**src/rtl/flag_unit.sv**
```systemverilog
// ---------------------------------------------------------------------------
// flag_unit
//   Reader side of the ALU flag interface. Holds the architectural NZCV
//   register, counts flag-setting ops that are in flight between ID and EX,
//   and evaluates branch conditions against the newest architectural flags.
//   A branch is never resolved against stale flags: while an older
//   flag-setting op is still in flight the branch is stalled.
//
// Parameters
//   MAX_INFLIGHT : max flag-setting ops in flight between issue and write
//   FORWARD      : 1 = a flag write in the same cycle bypasses into the
//                  condition evaluation (flags and pending count)
//
// Ports
//   clk, reset   : clock; asynchronous active-high reset
//   negative, zero, overflow, carryOut : ALU flags from EX
//   flagWe       : flag-setting op completes this cycle, latch ALU flags
//   flagIssue    : flag-setting op issued this cycle (enters flight)
//   condReq      : branch requests a condition evaluation this cycle
//   cond         : 4-bit condition code
//   condValid    : condTaken is valid this cycle
//   condTaken    : condition true (0 whenever condValid is 0)
//   stall        : condReq && !condValid, ID must hold the branch
//   flags        : architectural {N,Z,C,V}
//   err          : sticky protocol error (issue overflow / write underflow)
//   pending      : debug view of the in-flight counter
//
// Request/response handshake
//   condReq acts as "valid" from ID and condValid as the same-cycle "ready"
//   response. A request is consumed only in a cycle where condReq and
//   condValid are both high; otherwise stall is high and ID must present the
//   same branch (condReq high, cond stable) again next cycle. There is no
//   buffering: the answer is purely combinational on the current state.
// ---------------------------------------------------------------------------
module flag_unit #(
    parameter int MAX_INFLIGHT = 3,
    parameter bit FORWARD      = 1'b1,
    localparam int PW          = (MAX_INFLIGHT < 1) ? 1 : $clog2(MAX_INFLIGHT + 1)
) (
    input  logic          clk,
    input  logic          reset,
    input  logic          negative,
    input  logic          zero,
    input  logic          overflow,
    input  logic          carryOut,
    input  logic          flagWe,
    input  logic          flagIssue,
    input  logic          condReq,
    input  logic [3:0]    cond,
    output logic          condValid,
    output logic          condTaken,
    output logic          stall,
    output logic [3:0]    flags,
    output logic          err,
    output logic [PW-1:0] pending
);

    // Condition encodings
    localparam logic [3:0] COND_EQ = 4'b0000;
    localparam logic [3:0] COND_NE = 4'b0001;
    localparam logic [3:0] COND_HS = 4'b0010;
    localparam logic [3:0] COND_LO = 4'b0011;
    localparam logic [3:0] COND_MI = 4'b0100;
    localparam logic [3:0] COND_PL = 4'b0101;
    localparam logic [3:0] COND_VS = 4'b0110;
    localparam logic [3:0] COND_VC = 4'b0111;
    localparam logic [3:0] COND_HI = 4'b1000;
    localparam logic [3:0] COND_LS = 4'b1001;
    localparam logic [3:0] COND_GE = 4'b1010;
    localparam logic [3:0] COND_LT = 4'b1011;
    localparam logic [3:0] COND_GT = 4'b1100;
    localparam logic [3:0] COND_LE = 4'b1101;

    localparam logic [PW-1:0] PEND_MAX = PW'(MAX_INFLIGHT);
    localparam logic [PW-1:0] PEND_ONE = PW'(1);

    // Evaluate a condition code against an {N,Z,C,V} vector.
    // 1110 (AL) and 1111 both fall to the default and are always true.
    function automatic logic cond_eval(input logic [3:0] c, input logic [3:0] f);
        logic n, z, cf, v;
        logic r;
        n  = f[3];
        z  = f[2];
        cf = f[1];
        v  = f[0];
        case (c)
            COND_EQ: r = z;
            COND_NE: r = ~z;
            COND_HS: r = cf;
            COND_LO: r = ~cf;
            COND_MI: r = n;
            COND_PL: r = ~n;
            COND_VS: r = v;
            COND_VC: r = ~v;
            COND_HI: r = cf & ~z;
            COND_LS: r = ~cf | z;
            COND_GE: r = (n == v);
            COND_LT: r = (n != v);
            COND_GT: r = ~z & (n == v);
            COND_LE: r = z | (n != v);
            default: r = 1'b1;
        endcase
        return r;
    endfunction

    // ---------------------------------------------------------------------
    // State
    // ---------------------------------------------------------------------
    logic [3:0]    flags_q;
    logic [PW-1:0] pend_q;
    logic          err_q;

    logic [3:0]    flags_d;
    logic [PW-1:0] pend_d;
    logic          err_d;

    logic [3:0]    alu_flags;
    logic          issue_only;
    logic          we_only;
    logic          at_max;
    logic          at_zero;

    assign alu_flags  = {negative, zero, carryOut, overflow};
    assign issue_only = flagIssue & ~flagWe;
    assign we_only    = flagWe & ~flagIssue;
    assign at_max     = (pend_q == PEND_MAX);
    assign at_zero    = (pend_q == '0);

    // Flag register: every completing op writes, even when the counter
    // reports a protocol error in the same cycle.
    always_comb begin
        flags_d = flags_q;
        if (flagWe) begin
            flags_d = alu_flags;
        end
    end

    // In-flight counter. Issue and write in the same cycle cancel out.
    // Over/underflow saturates and raises the sticky error instead.
    always_comb begin
        pend_d = pend_q;
        err_d  = err_q;
        if (issue_only) begin
            if (at_max) begin
                err_d = 1'b1;
            end else begin
                pend_d = pend_q + PEND_ONE;
            end
        end else if (we_only) begin
            if (at_zero) begin
                err_d = 1'b1;
            end else begin
                pend_d = pend_q - PEND_ONE;
            end
        end
    end

    always_ff @(posedge clk or posedge reset) begin
        if (reset) begin
            flags_q <= 4'b0000;
            pend_q  <= '0;
            err_q   <= 1'b0;
        end else begin
            flags_q <= flags_d;
            pend_q  <= pend_d;
            err_q   <= err_d;
        end
    end

    // ---------------------------------------------------------------------
    // Effective state seen by the branch this cycle.
    // A flag write landing now already counts as retired when forwarding is
    // on. A flagIssue in the same cycle is younger than the branch, so it is
    // deliberately not part of the effective pending count.
    // ---------------------------------------------------------------------
    logic [3:0]    eff_flags;
    logic [PW-1:0] eff_pend;

    always_comb begin
        eff_flags = flags_q;
        eff_pend  = pend_q;
        if (FORWARD && flagWe) begin
            eff_flags = alu_flags;
            eff_pend  = at_zero ? '0 : (pend_q - PEND_ONE);
        end
    end

    // ---------------------------------------------------------------------
    // Branch-side outputs
    // ---------------------------------------------------------------------
    logic eff_clear;

    assign eff_clear = (eff_pend == '0);

    always_comb begin
        condValid = 1'b0;
        condTaken = 1'b0;
        stall     = 1'b0;
        if (condReq) begin
            condValid = eff_clear;
            stall     = ~eff_clear;
            condTaken = eff_clear & cond_eval(cond, eff_flags);
        end
    end

    assign flags   = flags_q;
    assign err     = err_q;
    assign pending = pend_q;

endmodule

```
**config.mk**
```make
export PLATFORM = sky130hd
export DESIGN_NAME = flag_unit
export DESIGN_NICKNAME = d
export VERILOG_FILES = /design/src/rtl/flag_unit.sv
export SDC_FILE = /design/constraint.sdc
export NUM_CORES = 1
export LEC_CHECK = 0
export CORE_MARGIN = 1.5
export CORE_UTILIZATION = 43
export DETAILED_ROUTE_END_ITERATION = 8
export HOLD_SLACK_MARGIN = 0.03
export MAX_ROUTING_LAYER = met4
export PLACE_DENSITY = 0.77
export REMOVE_ABC_BUFFERS = 1
export SLEW_MARGIN = 20
export SYNTH_ARGS = -nofsm -noshare
export SYNTH_HDL_FRONTEND = slang
export SYNTH_SLANG_ARGS = --single-unit
```
**constraint.sdc**
```tcl
create_clock -name clk -period 1.8 [get_ports clk]
set_clock_uncertainty 0.05 [all_clocks]
set_input_delay 0.18 -clock clk [delete_from_list [all_inputs] [get_ports clk]]
set_output_delay 0.18 -clock clk [all_outputs]
set_load 0.02 [all_outputs]
```
== After elaboration in Yosys (flattened, before gate mapping) ==
Index checks and enable logic that the tools add are counted.

* Flip-flop bits (word level): 7
* Output and inout port bits: 10
* Logic and storage cells: 61

* $add $sub $neg: 2
* Equal/unequal tests: 19
* Muxes and demuxes: 16
* Bitwise logic cells: 14
* Reduce and logical (&&, ||, !) cells: 7

{| class="wikitable"
|+ Operators by type and width
! kind !! count
|-
| 4-bit equality test, second input constant || 6
|-
| 4-bit by 3-bit equality test with 1-bit output, second input constant || 4
|-
| 1-bit case mux with 14 select lines || 1
|-
| 2-bit two-way mux || 6
|-
| 4-bit by 2-bit equality test with 1-bit output, second input constant || 2
|-
| 1-bit two-way mux || 8
|-
| 1-bit inverter || 7
|-
| 3-bit AND reduction || 2
|-
| 1-bit bitwise AND || 5
|-
| 4-bit by 1-bit equality test with 1-bit output, second input constant || 1
|-
| 2-bit logical NOT || 2
|-
| 4-bit logical NOT || 1
|-
| 4-bit two-way mux || 1
|-
| 2-bit inequality test, second input constant || 2
|-
| 2-bit nonzero test || 2
|-
| 2-bit by 1-bit adder with 2-bit output, second input constant || 1
|-
| 2-bit equality test, second input constant || 1
|-
| 2-bit by 1-bit inequality test with 1-bit output, second input constant || 1
|-
| 1-bit OR || 2
|-
| 2-bit by 1-bit subtractor with 2-bit output, second input constant || 1
|-
| 1-bit equality test || 1
|-
| 1-bit inequality test || 1
|}

== Longest topological paths before layout ==
Gate-level depths: netlist (run 1).

* Depth in word-level cells: 7
* Gate-level depth with buffers: 7
* Gate-level depth less buffers: 6

== Worst setup path after synthesis (run 1) ==
OpenSTA, ideal clock, no wires.

* Path kind: register to output
* From: register pend_q[0], in the netlist pending[0]
* To: output condTaken
* Arrival: 1.657 ns
* Data required time: 1.570 ns
* Path slack: -0.087 ns
* Stages on the path, launching flop included: 7
* Path buffers: 0
* Cell sequence: dfrtp_1 -> inv_1 -> ha_1 -> nor2_1 -> a21oi_1 -> nor2b_1 -> o31a_1

* Word-level cells in the longest chain between the ends: 6
* Elaborated cells between the ends (all ways): 7
* Those cells by class: add/sub (1); mux (3); bitwise (1); reduce/logical (2)

{| class="wikitable"
|+ Ends and longest elaborated chain
! item !! line !! source
|-
| start, declared || 110 || <nowiki>logic [PW-1:0] pend_q;</nowiki>
|-
| start signal, assigned || 165 || <nowiki>pend_q <= pend_d;</nowiki>
|-
| 2-bit by 1-bit subtractor with 2-bit output / 2-bit logical NOT (equally long branches) || 184, 127 ||
|-
| 2-bit two-way mux || 184 || <nowiki>eff_pend = at_zero ? '0 : (pend_q - PEND_ONE);</nowiki>
|-
| 2-bit two-way mux * || 182 || <nowiki>if (FORWARD && flagWe) begin</nowiki>
|-
| 2-bit logical NOT * || 193 || <nowiki>assign eff_clear = (eff_pend == '0);</nowiki>
|-
| 1-bit bitwise AND * || 202 || <nowiki>condTaken = eff_clear & cond_eval(cond, eff_flags);</nowiki>
|-
| 1-bit two-way mux * || 199 || <nowiki>if (condReq) begin</nowiki>
|-
| end, declared || 51 || <nowiki>output logic condTaken,</nowiki>
|}

Mark *: on every way between the ends. The rest lies on a longest branch, timed or not.

== Worst setup path in the final report (run 1) ==
* From: input flagWe
* To: output condTaken

* Word-level cells in the longest chain between the ends: 7
* Elaborated cells between the ends (all ways): 17
* Those cells by class: eq/ne (2); mux (5); bitwise (9); reduce/logical (1)

{| class="wikitable"
|+ Ends and longest elaborated chain
! item !! line !! source
|-
| start, declared || 46 || <nowiki>input logic flagWe,</nowiki>
|-
| 4-bit two-way mux * || 182 ||
|-
| via eff_flags[1] || 176 || <nowiki>logic [3:0] eff_flags;</nowiki>
|-
| 1-bit inverter || 90, 96 ||
|-
| 1-bit OR || 96 || <nowiki>COND_LS: r = ~cf | z;</nowiki>
|-
| 1-bit case mux with 14 select lines * || 86 || <nowiki>case (c)</nowiki>
|-
| 1-bit two-way mux * || 199 ||
|-
| 1-bit bitwise AND * || 202 ||
|-
| 1-bit two-way mux * || 199 ||
|}

The timed path passes the listed nets; every way through them passes the cells marked *. The select of a mux whose other input is x is not followed.

==> reports/metrics.cfg, run 1 <==
[outcome]
status = complete, but fails checks
violations = negative setup slack

[cts]
cts_tree = done
root_buffer = clkbuf_4
path_clk_slew_ns = 0.06
clock-sinks = 7
h-tree-depth = 1
cts_made_buffers = 3
ctsLongestPathBuffers = 2
cts_hold_buffers = 0
cts_setup_buffers = 0
clock_latency_ns = 0.26

[floorplanning]
die_area_um2 = 1720
initial_utilization = 0.477
core_um2 = 1330
die_h_um = 41.4
num_io_pins = 23
die_x_um = 41.4
num_rows = 13

[setup_path]
r2r_setup_slack_ns = 0.26
worstPathArrival_ns = 1.81
crit_path_max_fanout = 5
rr_endpoint = pending[0]
start_kind = primary input
r2r-start = pending[0]
rr_worst_depth = 7
criticalPathCategory = in2out
crit_start = flagWe
cp_cell_sequence = dlygate4sd2_1 > buf_4 > nand2_1 > a21boi_2 > inv_2 > a221oi_2 > a211oi_1 > o31a_1 > buf_6
max_stage_delay_ns = 0.32
critPathRequiredTime_ns = 1.57
endpoint_kind = output port
crit_family = compound AO/OA/AOI/OAI gates
path_depth = 9
crit_slowest_cell = dlygate4sd2_1
crit_buf_inv = 4

[cells_and_area]
fin_cells = 134
drive_above_1_share = 0.328
antenna_cells = 0
layout.nets = 138
area_growth_pct = 66.1

[yosys]
ys_seq_elements = 7
yosysUniqueCellTypes = 35
synthCells = 74
ys_seq_area_frac = 0.276
syn_area_um2 = 636
synth_ff_type = dfrtp_1
async_flop_share = 1.00
synth_warnings = 0
synth_edf_count = 0
syn_area_per_cell_um2 = 8.59

[global_route]
antenna_found_initial = 0
grt_pass1_vias = 761
gr-usage-met1 = 0.262
grt_use_total = 0.254
grt_pass1_wl_um = 3280
busiest_layer = met2
overflow = 0
met3_usage = 0.0696
grt_max_degree = 9
grt_util_met2 = 0.447

[timing]
hold_violations = 0
finalCritPeriodShare = 1.13
setup_ws_ns = -0.242
clock.fmax_mhz = 490
period_needed_ns = 2.04
rsz0062_at_grt = true
setup_viol = 1
slew_viol_final = 0
tightest_slew_ns = 0.307
slew_headroom = 0.795

[power_and_ir_drop]
power.leakage_nw = 0.508
peakVddDrop_v = 0.000774
powerDensity_nw_per_um2 = 910

[placement]
place_inst = 130
io_buffers = 22
place_ws_ns = -0.887
dpl.hpwl_um = 1490
gp_congestion = 0.890

[routing]
drcViolationCount = 0
wire_per_inst_um = 14.3
detail_route.vias_per_cell = 5.52
antenna_left = 0
drt-initial-drc-count = 3
drt_wl_total_um = 1910
num_vias = 740
dr.pass1.iters = 4

[job]
drv_cap = 0

[hold_path]
hp-class = in2async

report_power, final:
| part | total (mW) | switching, mW | internal, mW |
|---|---|---|---|
| Combinational | 0.587 | 0.284 | 0.303 |
| Sequential | 0.225 | 0.0339 | 0.191 |
| Clock | 0.149 | 0.0640 | 0.0850 |
through the flow:
| step | total power [mW] | hold WS (ns) | utilization | TNS (ns) | instance area, um^2 |
|---|---|---|---|---|---|
| after floorplan | 0.520 | -0.0666 | - | -0.0871 | 621 |
| after global placement | 0.794 | 0.373 | 0.763 | -1.68 | 1020 |
| after detailed placement | 0.820 | 0.381 | 0.763 | -1.96 | 1020 |
| after CTS | 0.975 | 0.130 | 0.795 | -0.236 | 1060 |
| after global routing | 1.04 | 0.151 | 0.792 | -0.312 | 1060 |
| final | 0.961 | 0.127 | 0.792 | -0.242 | 1060 |
cell type report:
type | instances | area, um^2
Inverter | 9 | 33.8
Clock buffer | 4 | 26.3
Multi-Input combinational cell | 56 | 432
Sequential cell | 7 | 175
Timing Repair Buffer | 43 | 370
Tap cell | 15 | 18.8
Fill cell | 102 | 278
worst max-delay path by stage:
stage	endpoint	slack (ns)
floorplan	condTaken	-0.09
global placement	condTaken	-0.85
detailed placement	condTaken	-0.89
CTS	condTaken	-0.24
global route	condTaken	-0.31
finish	condTaken	-0.24
metal layers:
metal  vias to the layer above  wire length (um)
met1                       359               759
met3                         4                86
met5                         -                 0
li1                        355                 -
met2                        22              1040
met4                         0                29
logic make-up after synthesis:
group | share of synthesized area
buffers and inverters | 0.0768
AND/OR/NAND/NOR | 0.156
flip-flops | 0.276
multiplexers | 0.0807
AO/OA/AOI/OAI | 0.272
XOR/XNOR | 0.0413
adder cells (fa/ha/maj) | 0.0984
sequential cells by signal, indices dropped and copies added (netlist names):
register  cells
err           1
flags         4
pending       2
synthesized netlist by cell type (all sizes together), types with 2 or more instances:
cell type | instances | area, um^2
nand2 | 6 | 22.5
inv | 9 | 33.8
o21ai | 5 | 25.0
a21oi | 5 | 25.0
nor2b | 6 | 37.5
ha | 5 | 62.6
xor2 | 2 | 17.5
nor3 | 2 | 10.0
dfrtp | 7 | 175
mux2 | 3 | 37.5
nor2 | 3 | 11.3
repair_timing:
action | CTS | global route
gates resized for setup | 18 | 5
pin swaps | 2 | 0
endpoints found under the setup margin | 3 | 3
cell usage in the layout, fill, tap and decap left out, types with 2 or more instances in the layout:
cell type,n
buf_4,21
clkdlybuf4s50_1,14
dfrtp_1,7
inv_1,6
nand2_1,6
nor2b_1,5
o21ai_0,5
a21oi_1,5
ha_1,5
inv_2,3
nor2_1,3
clkbuf_4,3
dlygate4sd2_1,3
nor3_1,2
mux2_4,2
dlymetal6s2s_1,2
Note: power is estimated with default switching activity, not from simulation.
==> run 2: changes to the inputs <==
Settings changed: REMOVE_ABC_BUFFERS 1 to unset.
==> run 2 against run 1 <==
- the flow still finishes with violations (negative setup slack)
- utilization shrank 0.66 points
- flip-flop and latch count unchanged
- clock-buffer cell count unchanged
- fmax down 1.9%
- clock power hardly changed
- worst hold slack got worse by 0.0074 ns
- design area down 0.83%
- largest cell class unchanged
- largest power group unchanged
- highest routed layer unchanged
==> reports/metrics.cfg, run 2 (synthesized netlist as in run 1, its figures left out) <==
[setup_path]
r2r-start = pending[1]
critPathRequiredTime_ns = 1.57
rr_endpoint = pending[0]
r2r_setup_slack_ns = 0.21
rr_worst_depth = 7
endpoint_kind = output port
crit_path_max_fanout = 2
start_kind = flip-flop
criticalPathCategory = reg2out
worstPathArrival_ns = 1.85

[timing]
setup_ws_ns = -0.282
slew_viol_final = 0
period_needed_ns = 2.08
hold_violations = 0
setup_viol = 1
fin_hold_ws_ns = 0.119
clock.fmax_mhz = 480
finalCritPeriodShare = 1.16
rsz0062_at_grt = true
slew_headroom = 0.785
tightest_slew_ns = 0.321

[cells_and_area]
final_cell_mix = 18 x buf_4, 17 x clkdlybuf4s50_1, 6 x inv_1, 6 x nand2_1
layout.nets = 136
drive_above_1_share = 0.350
fill_cells = 92
area_growth_pct = 64.8
largest_reg_flops = 4
antenna_cells = 0
stdcell_area_um2 = 1050
fin_util = 0.785
layout_commonest_cell = buf_4

[cts]
cts_made_buffers = 3
path_clk_slew_ns = 0.06
cts_tree = done
root_buffer = clkbuf_4
cts_hold_buffers = 0
h-tree-depth = 1
ctsLongestPathBuffers = 2
clock-sinks = 7
clock_latency_ns = 0.25

[floorplanning]
num_rows = 13
die_area_um2 = 1720
die_x_um = 41.4
num_io_pins = 23
initial_utilization = 0.477
die_h_um = 41.4
core_um2 = 1330

[global_route]
grt_pass1_vias = 761
overflow = 0
grt_pass1_wl_um = 3360
grt_use_total = 0.254
grt_max_degree = 9
antenna_found_initial = 0

[yosys]
syn_nets = 92

[power_and_ir_drop]
powerDensity_nw_per_um2 = 970
peakVddDrop_v = 0.000789
finalPower_mw = 1.02
power.leakage_nw = 0.479

[routing]
drt-initial-drc-count = 15
drt_wl_total_um = 1940
dr.pass1.iters = 4
detail_route.vias_per_cell = 5.43
num_vias = 717
wire_per_inst_um = 14.7
antenna_left = 0
drcViolationCount = 0

[placement]
io_buffers = 22
dpl.hpwl_um = 1480
gp_congestion = 0.839
placed_area_um2 = 1010

[hold_path]
hp-class = in2async

[job]
drv_cap = 0

[outcome]
violations = negative setup slack
status = complete, but fails checks

[run 2: cell count changes in the layout (fill, tap and decap cells not counted), sizes merged]
cell and change:
buf -2, dlymetal6s2s -2, dlygate4sd2 -1, clkdlybuf4s50 +3
[run 2: routing by layer]
layer	wire length, um	part of all wire	global-route usage	vias up
met5	0	0	-	-
met2	958	0.49	0.438	30
met3	95	0.049	0.0478	2
met1	865	0.45	0.293	333
met4	19	0.0098	0.0903	0
li1	-	-	-	352
[run 2: stage by stage]
step	setup WS, ns	cells	setup TNS (ns)
final	-0.282	132	-0.282
after floorplan	0.0175	74	0
after CTS	-0.261	132	-0.261
after detailed placement	-0.914	128	-1.84
after global routing	-0.333	132	-0.333
after global placement	-0.823	128	-1.58
[run 2: timing repair]
item / CTS / global route
gates resized for setup: 16 / 4
pin swaps: 2 / 1
setup endpoints to repair: 3 / 3
setup buffers: 0 / 0
[run 2: worst max-delay path: stages (launching register included)]
cell and delay, ns:
dfrtp_2 0.42, xor2_1 0.19, mux2_4 0.28, o41a_1 0.32, a22oi_2 0.12, o31a_1 0.15
buf_6 0.12
[run 2: worst max path at each step]
stage	from	endpoint	slack, ns	cells after the start
2_1_floorplan	flags[3]	condTaken	0.02	5
3_3_place_gp	flagWe	condTaken	-0.82	7
3_5_place_dp	flagWe	condTaken	-0.91	8
4_1_cts	flags[3]	condTaken	-0.26	6
5_1_grt	flags[3]	condTaken	-0.33	6
6_report	flags[3]	condTaken	-0.28	6
[run 2: cell type report]
cell class | instances | area (um^2) | share of cell area
clock buffers | 4 | 26.3 | 0.0251
repair buffers | 41 | 355 | 0.339
multi-input cells | 56 | 435 | 0.416
well taps | 15 | 18.8 | 0.0179
flip-flops and latches | 7 | 178 | 0.170
inverters | 9 | 33.8 | 0.0323
[run 2: where the power goes]
part	total, mW	internal (mW)	switching [mW]
sequential	0.224	0.192	0.0316
clock	0.147	0.0849	0.0618
combinational	0.646	0.320	0.326
total	1.02	0.597	0.419
==> run 3: changes to the inputs <==
Settings changed: CTS_CLUSTER_DIAMETER set to 80, SKIP_CTS_REPAIR_TIMING set to 1.
==> run 3 against run 2 <==
- the run still ends with negative setup slack left
- sequential share of layout area fell by 0.14 points
- critical path depth did not move
- cell count did not move
- die area did not move
- setup slack improved by 0.0071 ns
- non-clock buffer count did not move
- clock-buffer cell count did not move
- largest cell class unchanged
==> reports/metrics.cfg, run 3 (synthesized netlist as in run 1, its figures left out) <==
[routing]
drt-initial-drc-count = 11
drcViolationCount = 0
wire_per_inst_um = 14.5
drt_wl_total_um = 1910
detail_route.vias_per_cell = 5.33
antenna_left = 0
wl_met2_um = 953
num_vias = 703
drt-met1-wl_um = 873
dr.max_layer_used = met4
dr.pass1.iters = 4
dr_wl_met3_um = 66

[cells_and_area]
seq_area_um2 = 178
fin_cells = 132
multi_input_area_um2 = 440
stdcell_area_um2 = 1060
layout_commonest_cell = buf_4
fin_util = 0.792
antenna_cells = 0
final_cell_mix = 19 x buf_4, 17 x clkdlybuf4s50_1, 6 x inv_1, 6 x nand2_1
fill_cells = 85
largest_reg_flops = 4
layout.nets = 136
drive_above_1_share = 0.333
area_growth_pct = 66.1

[cts]
root_buffer = clkbuf_4
cts_made_buffers = 3
clock_latency_ns = 0.25
cts_tree = done
h-tree-depth = 1
path_clk_slew_ns = 0.06
clock-sinks = 7
ctsLongestPathBuffers = 2

[timing]
slew_viol_final = 0
hold_violations = 0
period_needed_ns = 2.07
clock.fmax_mhz = 482
slew_headroom = 0.771
rsz0062_at_grt = true
finalCritPeriodShare = 1.15
fin_tns_setup_ns = -0.274
setup_ws_ns = -0.274
setup_viol = 1
tightest_slew_ns = 0.343
fin_hold_ws_ns = 0.120

[global_route]
grt_use_total = 0.237
grt_pass1_vias = 729
antenna_found_initial = 0
overflow = 0
grt_pass1_wl_um = 3170
grt_max_degree = 9

[floorplanning]
core_um2 = 1330
die_area_um2 = 1720
die_x_um = 41.4
die_h_um = 41.4
num_io_pins = 23
num_rows = 13
initial_utilization = 0.477

[yosys]
syn_nets = 92

[setup_path]
worstPathArrival_ns = 1.84
crit_path_max_fanout = 2
endpoint_kind = output port
criticalPathCategory = reg2out
start_kind = flip-flop
critPathRequiredTime_ns = 1.57

[power_and_ir_drop]
peakVddDrop_v = 0.000752
finalPower_mw = 1.00
power.leakage_nw = 0.493
powerDensity_nw_per_um2 = 947

[placement]
gp_congestion = 0.839
place_ws_ns = -0.914
io_buffers = 22
place_inst = 128
placed_area_um2 = 1010
dpl.hpwl_um = 1480

[outcome]
status = complete, but fails checks
violations = negative setup slack

[hold_path]
hp-class = in2async

[job]
drv_cap = 0

## run 3: final timing paths
check | from | end | slack [ns] | depth (start not counted)
max | flags[3] | condTaken | -0.27 | 6
min | reset | pending[1] | 0.12 | 2
max reg2reg | pending[1] | pending[0] | 0.20 | 7
min reg2reg | err | err | 0.43 | 1
max in group asynchronous | reset | flags[0] | 1.34 | 2
min in group clk | flagWe | flags[2] | 0.42 | 4
## run 3: critical path, cell delays in order, from the launching register on
cell	delay (ns)
dfrtp_2	0.41
xor2_1	0.18
mux2_4	0.27
o41a_1	0.32
a22oi_2	0.12
o31a_1	0.17
buf_6	0.12
## run 3: layer usage
metal	vias to the layer above	track usage
met5	-	-
met4	0	0.0774
met3	2	0.0478
met2	22	0.403
met1	327	0.277
li1	352	-
## run 3: power breakdown
| part | total, mW | leakage, nW | internal (mW) | switching [mW] |
|---|---|---|---|---|
| logic | 0.631 | 0.401 | 0.312 | 0.319 |
| clock network | 0.146 | 0.0150 | 0.0848 | 0.0612 |
| registers | 0.223 | 0.0771 | 0.192 | 0.0309 |
## run 3: cell type report
type                            count  area share
Inverter                            9      0.0320
Sequential cell                     7       0.168
Clock buffer                        4      0.0249
Timing Repair Buffer               41       0.340
Multi-Input combinational cell     56       0.417
Tap cell                           15      0.0178
==> patch, RTL diff (config.mk and constraints of run 3) <==
The parameter `MAX_INFLIGHT` goes from 3 to 6.
--- a/src/rtl/flag_unit.sv
+++ b/src/rtl/flag_unit.sv
@@ -34,5 +34,5 @@
 // ---------------------------------------------------------------------------
 module flag_unit #(
-    parameter int MAX_INFLIGHT = 3,
+    parameter int MAX_INFLIGHT = 6,
     parameter bit FORWARD      = 1'b1,
     localparam int PW          = (MAX_INFLIGHT < 1) ? 1 : $clog2(MAX_INFLIGHT + 1)
Ports: changed (resized pending); port bits go from 23 to 24. The function was not compared with the original's and may differ.
==> patch against run 3 <==
- the flow still finishes with violations (setup timing)
- power increased by 29%
- die area increased by 4.4%
- worst setup slack got worse by 300 ps
- cell area increased by 7.0%
- first-iteration DRC count decreased by 73%
- area after synthesis increased by 4.7%
- synthesized cell count decreased by 11%
- wire length decreased by 2.9%
- sequential cell count increased by 1
- core utilization decreased by 2.4 points
- non-clock buffer count increased by 7
==> patch: results (changes against run 3) <==
metric,value,unit,change
top_layer,met4,,unchanged
dp_hpwl,1460,um,was 1480 um
setup_viol_count_final,3,,was 1
postLayoutSetupSlackWorst,-575,ps,was -274 ps
yosys.area_share.adder,0.0940,,was 0.0984
seq_area,203,um^2,was 178 um^2
inv_count,6,,was 9
violations,setup timing,,unchanged
r2r-end,pending[2]$_DFFE_PP0P_,,was pending[0]$_DFFE_PP0P_
multi_input_area,445,um^2,was 440 um^2
grt_use_total,0.236,,was 0.237
ys_seq_area_frac,0.301,,was 0.276
grt_pass1_vias,712,,was 729
layout-drive-gt1-share,0.422,,was 0.333
use_met3,0.0259,,was 0.0478
synth_common_cells,"dfrtp_1 (8), inv_1 (6), ha_1 (5), xnor2_1 (5)",,"was dfrtp_1 (7), inv_1 (6), nand2_1 (6), nor2b_1 (6)"
grtUsageMet2,0.397,,was 0.403
max-vdd-ir-drop,971,uV,was 752 uV
wl_met3,77,um,was 66 um
cpLargestDelayFamily,simple AND/OR/NAND/NOR gates,,was compound AO/OA/AOI/OAI gates
place_area,0.00108,mm^2,was 0.00101 mm^2
seq_cells,8,,was 7
gp_congestion,0.857,,was 0.839
yosys.area_share.xor_xnor,0.105,,was 0.0413
multi_input_cells,51,,was 56
worstRegToRegCells,8,,was 7
p_leak,0.531,nW,was 0.493 nW
vias_per_cell,5.21,,was 5.33
nFillCells,115,,was 85
r2r_start,pending[0]$_DFFE_PP0P_,,was pending[1]$_DFFE_PP0P_
status,"finished, violations left",,unchanged
drt-met1-wl,842,um,was 873 um
grt_pass1_wl,3180,um,was 3170 um
met1_usage,0.289,,was 0.277
max-slew-margin-rel,0.802,,was 0.771
synth_compound_area_frac,0.0977,,was 0.272
synth.area.top_cells,"dfrtp_1 (30%), ha_1 (9.4%), mux2_2 (6.8%), mux4_2 (6.8%), xnor2_1 (6.6%)",,"was dfrtp_1 (28%), ha_1 (9.8%), nor2b_1 (5.9%), a21oi_1 (3.9%), o21ai_0 (3.9%)"
muxShareOfSynthArea,0.173,,was 0.0807
wirelength,1860,um,was 1910 um
clkCellAreaFrac,0.0199,,was 0.0249
buffer_area_frac,0.369,,was 0.340
n_all_buffers,48,,was 41
first_iter_violations,3,,was 11
synth_nets,84,,was 92
synth_cell_types,29,,was 35
io_buffers,23,,was 22
timing.hold.ws,126,ps,was 120 ps
core_area,0.00147,mm^2,was 0.00133 mm^2
wl_met2,925,um,was 953 um
==> patch: cell types whose count changed after synthesis, sizes merged, moves of 2 or more <==
| cell | delta |
|---|---|
| a21oi | -2 |
| inv | -3 |
| mux2 | +2 |
| mux4 | +2 |
| nand2 | -3 |
| nor2b | -5 |
| o21ai | -3 |
| o41ai | +2 |
| or4 | +2 |
| xnor2 | +4 |
==> patch: stage by stage <==
step	util	setup slack (ps)	setup TNS [ps]	std cells	total power, mW
6_report	0.768	-575	-840	132	1.29
5_1_grt	0.768	-670	-1130	132	1.38
4_1_cts	0.750	-1060	-2700	130	1.24
3_5_place_dp	0.735	-1040	-3190	127	1.10
3_3_place_gp	0.735	-1050	-3010	127	1.07
2_1_floorplan	-	-273	-273	66	0.682
==> patch: worst register-to-register path, cell delays in order (launching register included) <==
cell and delay [ps]:
dfrtp_2 380, inv_2 50, buf_4 140, ha_1 190
nand3_1 90, o21ai_0 130, nor2_2 200, nand2_1 110
xnor2_1 140
==> patch: where the power goes <==
group	leakage (nW)	switching, mW	internal (mW)	total, mW
clock network	0.0138	0.0562	0.0760	0.132
logic	0.427	0.391	0.479	0.870
registers	0.0899	0.0474	0.238	0.286
==> patch: worst max-delay path by stage <==
stage	end	cells after the start	from	slack (ps)
5_1_grt	condTaken	6	flags[2]$_DFF_PP0_	-670
2_1_floorplan	condTaken	5	flags[2]$_DFF_PP0_	-270
3_3_place_gp	condTaken	7	flagWe	-1050
6_report	condTaken	6	flags[2]$_DFF_PP0_	-580
3_5_place_dp	condTaken	7	flagWe	-1040
4_1_cts	condTaken	7	flagWe	-1060
==> patch: logic make-up after synthesis <==
logic type / Yosys count
compound gates: 10
fa+ha+maj: 5
flops: 8
buf+inv: 7
xor+xnor: 8
mux: 8
simple gates: 20
